[src/rtl/fifo_uart_pkg.sv]
// Shared state encoding, serial line levels and parity helper for the FIFO-fed UART transmitter.
package fifo_uart_pkg;

  typedef enum logic [2:0] {
    ST_IDLE   = 3'd0,
    ST_READ   = 3'd1,
    ST_LOAD   = 3'd2,
    ST_START  = 3'd3,
    ST_DATA   = 3'd4,
    ST_PARITY = 3'd5,
    ST_STOP   = 3'd6
  } uart_state_e;

  localparam logic IDLE_LINE = 1'b1;
  localparam logic START_BIT = 1'b0;

  // Widest data word the parity helper accepts; narrower words are zero-extended.
  localparam int unsigned PARITY_MAX_W = 32;

  function automatic logic even_parity(input logic [PARITY_MAX_W-1:0] data);
    return ^data;
  endfunction

endpackage

[src/rtl/fifo_uart_tx_baud_tick_gen.sv]
// Bit-period counter: emits a one-cycle tick on the last enabled cycle of every serial bit.
module baud_tick_gen #(
  parameter int clks_per_bit_g = 16
) (
  input  logic clk_i,
  input  logic rst_i,
  input  logic en_i,
  input  logic restart_i,
  output logic tick_o
);

  localparam int CNT_W = $clog2(clks_per_bit_g);
  localparam logic [CNT_W-1:0] CNT_LAST = CNT_W'(clks_per_bit_g - 1);
  localparam logic [CNT_W-1:0] CNT_ONE  = CNT_W'(1);

  logic [CNT_W-1:0] cnt_r;
  logic             wrap_s;

  assign wrap_s = (cnt_r == CNT_LAST);

  // Count enabled cycles within a bit, parking at zero while restart is held.
  always_ff @(posedge clk_i or negedge rst_i) begin
    if (!rst_i) begin
      cnt_r <= '0;
    end else if (en_i) begin
      if (restart_i || wrap_s) begin
        cnt_r <= '0;
      end else begin
        cnt_r <= cnt_r + CNT_ONE;
      end
    end
  end

  assign tick_o = en_i & ~restart_i & wrap_s;

endmodule

[src/rtl/fifo_uart_tx.sv]
// UART transmitter that pops words from an upstream FIFO and serialises them LSB first.
// Define FIFO_UART_TX_PARITY_EN to insert an even-parity bit between data and stop bits.
module fifo_uart_tx
  import fifo_uart_pkg::*;
#(
  parameter int data_word_size_g = 8,
  parameter int clks_per_bit_g   = 16,
  parameter int stop_bits_g      = 1
) (
  input  logic                        clk_i,
  input  logic                        rst_i,
  input  logic                        clk_en_i,
  input  logic                        r_empty_i,
  input  logic [data_word_size_g-1:0] r_data_i,
  output logic                        r_en_o,
  output logic                        tx_o,
  output logic                        busy_o
);

  localparam int BIT_CNT_W = $clog2(data_word_size_g + 1);
  localparam logic [BIT_CNT_W-1:0] LAST_DATA = BIT_CNT_W'(data_word_size_g - 1);
  localparam logic [BIT_CNT_W-1:0] LAST_STOP = BIT_CNT_W'(stop_bits_g - 1);
  localparam logic [BIT_CNT_W-1:0] BIT_ONE   = BIT_CNT_W'(1);

  uart_state_e                 state_r, state_nxt_s;
  logic [data_word_size_g-1:0] shift_r;
  logic [BIT_CNT_W-1:0]        bit_cnt_r;
  logic                        tx_r, busy_r, r_en_r;
  logic                        tx_nxt_s, busy_nxt_s, r_en_nxt_s;
  logic                        tick_s, restart_s;
`ifdef FIFO_UART_TX_PARITY_EN
  logic                        parity_r;
`endif

  assign restart_s = (state_r == ST_IDLE) || (state_r == ST_READ) || (state_r == ST_LOAD);

  baud_tick_gen #(.clks_per_bit_g(clks_per_bit_g)) u_baud (
    .clk_i     (clk_i),
    .rst_i     (rst_i),
    .en_i      (clk_en_i),
    .restart_i (restart_s),
    .tick_o    (tick_s)
  );

  // State register.
  always_ff @(posedge clk_i or negedge rst_i) begin
    if (!rst_i) begin
      state_r <= ST_IDLE;
    end else if (clk_en_i) begin
      state_r <= state_nxt_s;
    end
  end

  // Next-state logic.
  always_comb begin
    state_nxt_s = state_r;
    case (state_r)
      ST_IDLE:  if (!r_empty_i) state_nxt_s = ST_READ; else state_nxt_s = ST_IDLE;
      ST_READ:  state_nxt_s = ST_LOAD;
      ST_LOAD:  state_nxt_s = ST_START;
      ST_START: if (tick_s) state_nxt_s = ST_DATA; else state_nxt_s = ST_START;
      ST_DATA: begin
        if (tick_s && (bit_cnt_r == LAST_DATA)) begin
`ifdef FIFO_UART_TX_PARITY_EN
          state_nxt_s = ST_PARITY;
`else
          state_nxt_s = ST_STOP;
`endif
        end else begin
          state_nxt_s = ST_DATA;
        end
      end
`ifdef FIFO_UART_TX_PARITY_EN
      ST_PARITY: if (tick_s) state_nxt_s = ST_STOP; else state_nxt_s = ST_PARITY;
`else
      ST_PARITY: state_nxt_s = ST_IDLE;
`endif
      ST_STOP:  if (tick_s && (bit_cnt_r == LAST_STOP)) state_nxt_s = ST_IDLE; else state_nxt_s = ST_STOP;
      default:  state_nxt_s = ST_IDLE;
    endcase
  end

  // Output decode from the next state so the registered pins line up with the state.
  // The shift register is one bit ahead, so a new data bit is always shift_r[0] at a tick.
  always_comb begin
    tx_nxt_s   = IDLE_LINE;
    busy_nxt_s = 1'b1;
    r_en_nxt_s = 1'b0;
    case (state_nxt_s)
      ST_IDLE:   busy_nxt_s = 1'b0;
      ST_READ:   r_en_nxt_s = 1'b1;
      ST_LOAD:   tx_nxt_s   = IDLE_LINE;
      ST_START:  tx_nxt_s   = START_BIT;
      ST_DATA:   if (tick_s) tx_nxt_s = shift_r[0]; else tx_nxt_s = tx_r;
`ifdef FIFO_UART_TX_PARITY_EN
      ST_PARITY: tx_nxt_s   = parity_r;
`else
      ST_PARITY: tx_nxt_s   = IDLE_LINE;
`endif
      ST_STOP:   tx_nxt_s   = IDLE_LINE;
      default:   busy_nxt_s = 1'b0;
    endcase
  end

  // Registered pins; everything freezes while the global enable is low.
  always_ff @(posedge clk_i or negedge rst_i) begin
    if (!rst_i) begin
      tx_r   <= IDLE_LINE;
      busy_r <= 1'b0;
      r_en_r <= 1'b0;
    end else if (clk_en_i) begin
      tx_r   <= tx_nxt_s;
      busy_r <= busy_nxt_s;
      r_en_r <= r_en_nxt_s;
    end
  end

  // Shift register and bit counter; the counter also paces multiple stop bits.
  always_ff @(posedge clk_i or negedge rst_i) begin
    if (!rst_i) begin
      shift_r   <= '0;
      bit_cnt_r <= '0;
`ifdef FIFO_UART_TX_PARITY_EN
      parity_r  <= 1'b0;
`endif
    end else if (clk_en_i) begin
      case (state_r)
        ST_LOAD: begin
          shift_r   <= r_data_i;
          bit_cnt_r <= '0;
`ifdef FIFO_UART_TX_PARITY_EN
          parity_r  <= even_parity(PARITY_MAX_W'(r_data_i));
`endif
        end
        ST_START: if (tick_s) shift_r <= shift_r >> 1;
        ST_DATA: begin
          if (tick_s) begin
            shift_r   <= shift_r >> 1;
            bit_cnt_r <= (bit_cnt_r == LAST_DATA) ? '0 : bit_cnt_r + BIT_ONE;
          end
        end
        ST_STOP: begin
          if (tick_s) begin
            bit_cnt_r <= (bit_cnt_r == LAST_STOP) ? '0 : bit_cnt_r + BIT_ONE;
          end
        end
        default: ;
      endcase
    end
  end

  assign tx_o   = tx_r;
  assign busy_o = busy_r;
  assign r_en_o = r_en_r & clk_en_i;

endmodule

[config.mk]
export PLATFORM = sky130hd
export DESIGN_NAME = fifo_uart_tx
export DESIGN_NICKNAME = d
export VERILOG_FILES = /design/src/rtl/fifo_uart_pkg.sv /design/src/rtl/fifo_uart_tx_baud_tick_gen.sv /design/src/rtl/fifo_uart_tx.sv
export SDC_FILE = /design/constraint.sdc
export NUM_CORES = 1
export LEC_CHECK = 0
export BUFFER_PORTS_ARGS = -buffer_cell sky130_fd_sc_hd__buf_2
export CAP_MARGIN = 20
export CORE_MARGIN = 3
export CORE_UTILIZATION = 52
export CTS_CLUSTER_DIAMETER = 120
export DETAILED_ROUTE_END_ITERATION = 6
export HOLD_SLACK_MARGIN = 0.02
export PLACE_DENSITY = 0.78
export SETUP_SLACK_MARGIN = 0.5
export SKIP_CTS_REPAIR_TIMING = 1
export SLEW_MARGIN = 20
export SYNTH_ARGS = -nofsm -noshare
export SYNTH_HDL_FRONTEND = slang
export SYNTH_HIERARCHICAL = 1
export SYNTH_SLANG_ARGS = --single-unit
[constraint.sdc]
create_clock -name clk_i -period 2.65 [get_ports clk_i]
set_clock_uncertainty 0.1 [all_clocks]
set_input_delay 0.53 -clock clk_i [delete_from_list [all_inputs] [get_ports clk_i]]
set_output_delay 0.53 -clock clk_i [all_outputs]
set_load 0.01 [all_outputs]
==> reports/results.md, run 1 <==
• complete, no violations — result of the run
• 2.08 ns — minimum clock period
• 8 — largest fanout on the critical path
• 1,171 — via count of the first global-routing pass
• 1,261 — total via count in the routed design
• 22 — synthesized flop and latch total
• 59.8 um — Chip Height
• 0.503 ns — Worst Max-Slew Pin Slew
• 0 — drc violations
• 0.00151 mm^2 — Syn Std Cell Area
• 0.000510 V — Peak VDD IR
• 9.60 um^2 — Avg Synthesized Cell Area
• 0.00261 mm^2 — area of the core
• 0 — crit path buf inv count
• 4 — first-pass iteration count of the detailed router
• 21 x dfrtp_1, 14 x o21ai_0, 11 x nor2b_1, 11 x o21ai_1, 8 x nand2_1 — Commonest cells post-synth
• 202 — non-filler cells in the finished layout
• 5640 um — global-route wire length before repair
• 172 — Net Count, Synth
• dfrtp_1 — slowest CP cell
• 0.349 — top cell type's share of synthesized area
• 0 — number of maximum-capacitance constraint violations
• dfrtp_1 — library cell with the highest instance count after synthesis
• 0 — endpoints failing hold
• built — TritonCTS clock tree
• input pin to async pin — worst hold-check path type
• dfrtp_1 — cell type with the largest total area after synthesis
• 27 — pin count of the biggest net entering global routing
• 0.279 — ratio of cells with drive above 1 in the final layout
• 22 — sinks on the clock net
• 1 — H-Tree Depth
• 6.24 — detail-routed via count per cell
• compound AO/OA/AOI/OAI gates — category of cells accounting for the largest share of critical-path delay
• 13.4% — Area growth, synth to finish
• 0.0616 ns — Min Hold Slack
• 2 — clk buf depth
• 15 — io pins
• 0.208 — Tot GR Track Use
• 206 — number of fill cells
• 0.366 — sequential element share of the synthesized area
• 1.00 — Synth async-reset ratio
• 0 — total inserted antenna cells
• 0 — final setup violation count
• 157 — instance count of the mapped netlist
• register — type of destination of the critical path
• 0 — Overflow after GRT
• register to register — worst setup path class
• 0.665 — Max-slew headroom
• 2.20 ns — arrival time at the worst endpoint
• 0 — max-slew violations
• clkbuf_4 — root buffer cell
• 0.911 — GP Congestion
• 0.00358 mm^2 — Die Footprint
• 787 mW/mm^2 — power density normalized to cell area
• 3 — number of buffers created by CTS
• false — RSZ-0062 raised after global routing
• 16.2 um — WL per Instance
• 2320 um — Detail Placement HPWL
• 196 — total instance count after detailed placement
• 0 — number of enable-type register cells in the synthesized netlist
• nand2_4 — CP most frequent cell
• 0.480 GHz — highest clock frequency the design can meet
• 0.792 nW — Leakage Power
• dfrtp_1 — most frequently used flop master after synthesis
• a21oi_4 -> and2b_2 -> nand2_4 -> nor2_4 -> nand2_4 -> nor3_2 -> o21ai_4 -> mux2_4 — chain of cells forming the critical path
• 188 — number of nets at the end of the flow
• 3270 um — detailed-route wire length
• 18 — Std-Cell Rows
• register — launching element type of the critical path
• 0 ns — setup total negative slack
• 2.77 ns — Critical Path RT
• 0.13 ns — clock edge transition at the registers on the reported setup and hold paths
• 0.577 — Initial Util
• 69 — count of routing violations after the opening detailed-route iteration
• 0.787 — post-route clock period utilization
• 0 — Detail Route Antenna Nets
• 0.43 ns — Worst path max stage delay
• dfrtp_1 35%, mux2_2 5.2%, mux2i_1 4.6% — leading cell types by total area after synthesis
• 14 — Port Buf Inserts
• 6 — yosys synthesis warning count
• 0 — antenna violations before repair
• 49 — number of distinct library cell variants in the gate-level netlist after synthesis
• 0.31 ns — clock insertion delay at the later pin of the skew report
• 59.8 um — overall die width
-- registers in the layout, summed over array words and instances, names as in the netlist --
| name | count |
|---|---|
| u_baud/cnt_r | 4 |
| busy_o | 1 |
| state_r | 3 |
| bit_cnt_r | 4 |
| tx_o | 1 |
| shift_r | 8 |
| r_en_r | 1 |
-- per-stage QoR --
step	util	cell area (um^2)	worst slack, ns	power (mW)
after floorplan	-	1570	0.506	0.967
after global placement	0.623	1630	0.430	1.04
after detailed placement	0.623	1630	0.342	1.07
after CTS	0.643	1680	0.527	1.33
after global routing	0.654	1710	0.485	1.44
final	0.654	1710	0.565	1.34
-- per-layer routing --
layer  global-route usage  up-vias  wire length (um)
met5                    0        -                 0
met4               0.0823        0                53
met3               0.0281        6               131
met2                0.323       42              1510
met1                0.290      603              1580
li1                     -      610                 -
-- final timing paths --
path	from	to	slack [ns]	depth (start not counted)
setup / recovery	state_r[0]$_DFFE_PN0P_	shift_r[4]$_DFFE_PN0P_	0.57	8
hold / removal	rst_i	shift_r[4]$_DFFE_PN0P_	0.06	1
setup reg to reg	state_r[0]$_DFFE_PN0P_	shift_r[4]$_DFFE_PN0P_	0.57	8
hold reg to reg	tx_o$_DFFE_PN1P_	tx_o$_DFFE_PN1P_	0.40	2
max in group asynchronous	rst_i	tx_o$_DFFE_PN1P_	2.03	1
min in group clk_i	r_data_i[7]	shift_r[7]$_DFFE_PN0P_	0.35	2
-- cells by family (layout without fill, tap and decap cells) --
family                     Yosys count  in the layout  share of synthesized area
and+or+nand+nor                     52             52                      0.229
AOI/OAI and AO/OA                   51             51                      0.221
DFF                                 22             22                      0.366
muxes                               15             15                      0.106
buffers and inverters               14             29                     0.0531
adders and majority gates            3              3                     0.0249
-- where the power goes --
part           switching [mW]  leakage (nW)  internal, mW  total [mW]
sequential              0.106         0.268         0.443       0.549
combinational           0.243         0.496         0.289       0.532
clock                   0.110        0.0279         0.153       0.263
-- worst register-to-register path, cell delays in order, from the launching register on --
cell,delay (ns)
dfrtp_1,0.43
a21oi_4,0.19
and2b_2,0.27
nand2_4,0.08
nor2_4,0.06
nand2_4,0.09
nor3_2,0.05
o21ai_4,0.37
mux2_4,0.34
-- final cells by class --
| type | count | area (um^2) | share of cell area |
|---|---|---|---|
| Sequential cell | 22 | 552 | 0.323 |
| Clock buffer | 3 | 22.5 | 0.0132 |
| Clock inverter | 1 | 30.0 | 0.0176 |
| Inverter | 6 | 22.5 | 0.0132 |
| Tap cell | 30 | 37.5 | 0.0220 |
| Timing Repair Buffer | 19 | 108 | 0.0630 |
| Multi-Input combinational cell | 121 | 937 | 0.548 |
-- cell usage in the layout, fill, tap and decap left out, types with 2 or more instances in the layout --
cell type,synthesis,final
o21ai_1,11,11
ha_1,3,3
nand2_4,0,2
nor2_1,5,4
inv_2,1,2
nor3_1,3,3
nand2_1,8,7
clkbuf_4,0,3
a32oi_1,6,6
mux2i_1,7,7
nand2b_1,5,5
a21oi_1,7,6
nand4b_1,2,2
nor2b_1,11,11
nand3_1,3,3
mux2_4,0,7
buf_2,1,14
and2_1,3,3
inv_1,5,4
dfrtp_1,21,21
o21ai_0,14,14
buf_4,3,5
Power figures use the tool's default switching activity.
==> inputs of run 2 (changes only) <==
clock period = 1.7 ns   (was 2.65 ns; I/O delays follow)
==> reports/results.md, run 2 (synthesis gave the netlist of run 1 again) <==
• 1.79 ns — Critical Path RT, was 2.77 ns
• 1.95 ns — minimum clock period, was 2.08 ns
• 0 — Overflow after GRT, unchanged
• register to register — worst setup path class, unchanged
• 5980 um — global-route wire length before repair, was 5640 um
• dfrtp_1 — slowest CP cell, unchanged
• 1,417 — total via count in the routed design, was 1,261
• 0 — number of maximum-capacitance constraint violations, unchanged
• 0.00108 V — Peak VDD IR, was 0.000510 V
• 4 — first-pass iteration count of the detailed router, unchanged
• 27 x buf_4, 20 x dfrtp_1, 15 x o21ai_1 — commonest non-fill, non-tap cells in the layout, was 21 x dfrtp_1, 14 x o21ai_0, 14 x buf_2
• 9 — worst-case reg-to-reg path depth, was 8
• 0.00179 mm^2 — cell area after placement, was 0.00163 mm^2
• r_data_i[7] — hold wc startpoint
• 35.7% — Area growth, synth to finish, was 13.4%
• 3 — largest fanout on the critical path, was 8
• 8 — max reg flops, unchanged
• 0 — max-slew violations, unchanged
• 2 — clk buf depth, unchanged
• 59.8 um — overall die width, unchanged
• 0.577 — Initial Util, unchanged
• 0.176 ns — Min Hold Slack, was 0.0616 ns
• finished, violations left — result of the run, was complete, no violations
• 2.35 mW — post-layout power, was 1.34 mW
• 1,346 — via count of the first global-routing pass, was 1,171
• simple AND/OR/NAND/NOR gates — category of cells accounting for the largest share of critical-path delay, was compound AO/OA/AOI/OAI gates
• 0.833 — GP Congestion, was 0.911
• 0.512 GHz — highest clock frequency the design can meet, was 0.480 GHz
• buf_4 — commonest non-fill, non-tap cell in the layout, was dfrtp_1
• 3 — number of buffers created by CTS, unchanged
• shift_r — largest reg by FF count, unchanged
• built — TritonCTS clock tree, unchanged
• 0.505 ns — Worst Max-Slew Pin Slew, was 0.503 ns
• 217 — number of nets at the end of the flow, was 188
• 16 — final setup violation count, was 0
• 0.30 ns — clock insertion delay at the later pin of the skew report, was 0.31 ns
• 0.965 nW — Leakage Power, was 0.792 nW
• 170 — number of fill cells, was 206
• 0.12 ns — clock edge transition at the registers on the reported setup and hold paths, was 0.13 ns
• 217 — total instance count after detailed placement, was 196
• 0 — endpoints failing hold, unchanged
• true — RSZ-0062 raised after global routing, was false
• 82 — count of routing violations after the opening detailed-route iteration, was 69
• state_r[0]$_DFFE_PN0P_ — Critical Path Source, unchanged
• 2 — number of cells traversed by the worst hold path
• input pin to register — worst hold-check path type, was input pin to async pin
• 27 — pin count of the biggest net entering global routing, unchanged
• 0.00205 mm^2 — cell area after layout, was 0.00171 mm^2
• 0.00261 mm^2 — area of the core, unchanged
• 1 — crit path buf inv count, was 0
• 0 — drc violations, unchanged
• 18 — Std-Cell Rows, unchanged
• 14 — Port Buf Inserts, unchanged
• 0.663 — Max-slew headroom, was 0.665
• 0.217 — Tot GR Track Use, was 0.208
• 553 um^2 — sequential cell area, was 552 um^2
• 0.00358 mm^2 — Die Footprint, unchanged
• 4060 um — detailed-route wire length, was 3270 um
• 0 — Detail Route Antenna Nets, unchanged
• -0.254 ns — PnR worst setup slack, was 0.565 ns
• shift_r[7]$_DFFE_PN0P_ — hold worst-path end
• 59.8 um — Chip Height, unchanged
• register — type of destination of the critical path, unchanged
• 17.6 um — WL per Instance, was 16.2 um
• 1.15 — post-route clock period utilization, was 0.787
• state_r[1]$_DFFE_PN0P_ — reg2reg end, was shift_r[4]$_DFFE_PN0P_
• 0 — antenna violations before repair, unchanged
• -0.25 ns — worst reg2reg setup slack, was 0.57 ns
• 2550 um — Detail Placement HPWL, was 2320 um
• 0.448 — ratio of cells with drive above 1 in the final layout, was 0.279
• 0 — total inserted antenna cells, unchanged
• 22 — sinks on the clock net, unchanged
• 0.44 ns — Worst path max stage delay, was 0.43 ns
• clkbuf_4 — root buffer cell, unchanged
• 231 — non-filler cells in the finished layout, was 202
• 0.00102 mm^2 — area used by multi-input combinational logic, was 937 um^2
• 6.13 — detail-routed via count per cell, was 6.24
• negative setup slack — violations in the final reports
• shift_r (8), bit_cnt_r (4), u_baud/cnt_r (4) — registers with the most flip-flops, unchanged
• state_r[0]$_DFFE_PN0P_ — launch instance of the worst register-to-register path, unchanged
• 15 — io pins, unchanged
• 1150 mW/mm^2 — power density normalized to cell area, was 787 mW/mm^2
• -3.01 ns — setup total negative slack, was 0 ns
• register — launching element type of the critical path, unchanged
• 1 — H-Tree Depth, unchanged
• a21oi_4 -> and2b_2 -> nand2_4 -> nor2_4 -> nand2_2 -> buf_6 -> nor4_2 -> o21ai_1 -> or3b_4 — chain of cells forming the critical path, was a21oi_4 -> and2b_2 -> nand2_4 -> nor2_4 -> nand2_4 -> nor3_2 -> o21ai_4 -> mux2_4
• 2.04 ns — arrival time at the worst endpoint, was 2.20 ns
==> run 2: changes by cell type in the layout (fill, tap and decap cells not counted), sizes merged <==
cell / previous run / this run
dlygate4sd3: 0 / 1
buf: 19 / 47
clkbuf: 3 / 4
bufinv: 1 / 0
==> run 2: per-layer routing <==
layer | GRT usage | vias to the layer above | share of wire
met4 | 0.0633 | 0 | 0.0076
met2 | 0.355 | 46 | 0.51
met1 | 0.289 | 700 | 0.43
met3 | 0.0410 | 4 | 0.051
li1 | - | 667 | -
met5 | 0 | - | 0
==> run 2: worst max path at each step <==
stage / endpoint / slack, ns / cells after the start
3_5_place_dp: shift_r[4]$_DFFE_PN0P_ / -0.31 / 8
2_1_floorplan: shift_r[0]$_DFFE_PN0P_ / -0.44 / 10
4_1_cts: shift_r[4]$_DFFE_PN0P_ / -0.32 / 8
5_1_grt: bit_cnt_r[3]$_DFFE_PN0P_ / -0.34 / 9
6_report: state_r[1]$_DFFE_PN0P_ / -0.25 / 9
3_3_place_gp: shift_r[4]$_DFFE_PN0P_ / -0.23 / 8
==> run 2: area by class of cell <==
| class | count | share of cell area |
|---|---|---|
| inverter | 6 | 0.0110 |
| multi-input combinational | 121 | 0.497 |
| tap | 30 | 0.0183 |
| clock buffer | 4 | 0.0177 |
| sequential | 22 | 0.270 |
| timing repair buffer | 48 | 0.186 |
==> run 2: power breakdown <==
part	total, mW	switching [mW]	internal, mW
Clock	0.288	0.158	0.130
Combinational	1.24	0.565	0.671
Sequential	0.828	0.136	0.691
Total	2.35	0.859	1.49
==> run 2: stage by stage <==
step,setup WS [ns],utilization
2_1_floorplan,-0.442,-
3_3_place_gp,-0.232,0.684
3_5_place_dp,-0.312,0.684
4_1_cts,-0.322,0.698
5_1_grt,-0.342,0.783
6_report,-0.254,0.783
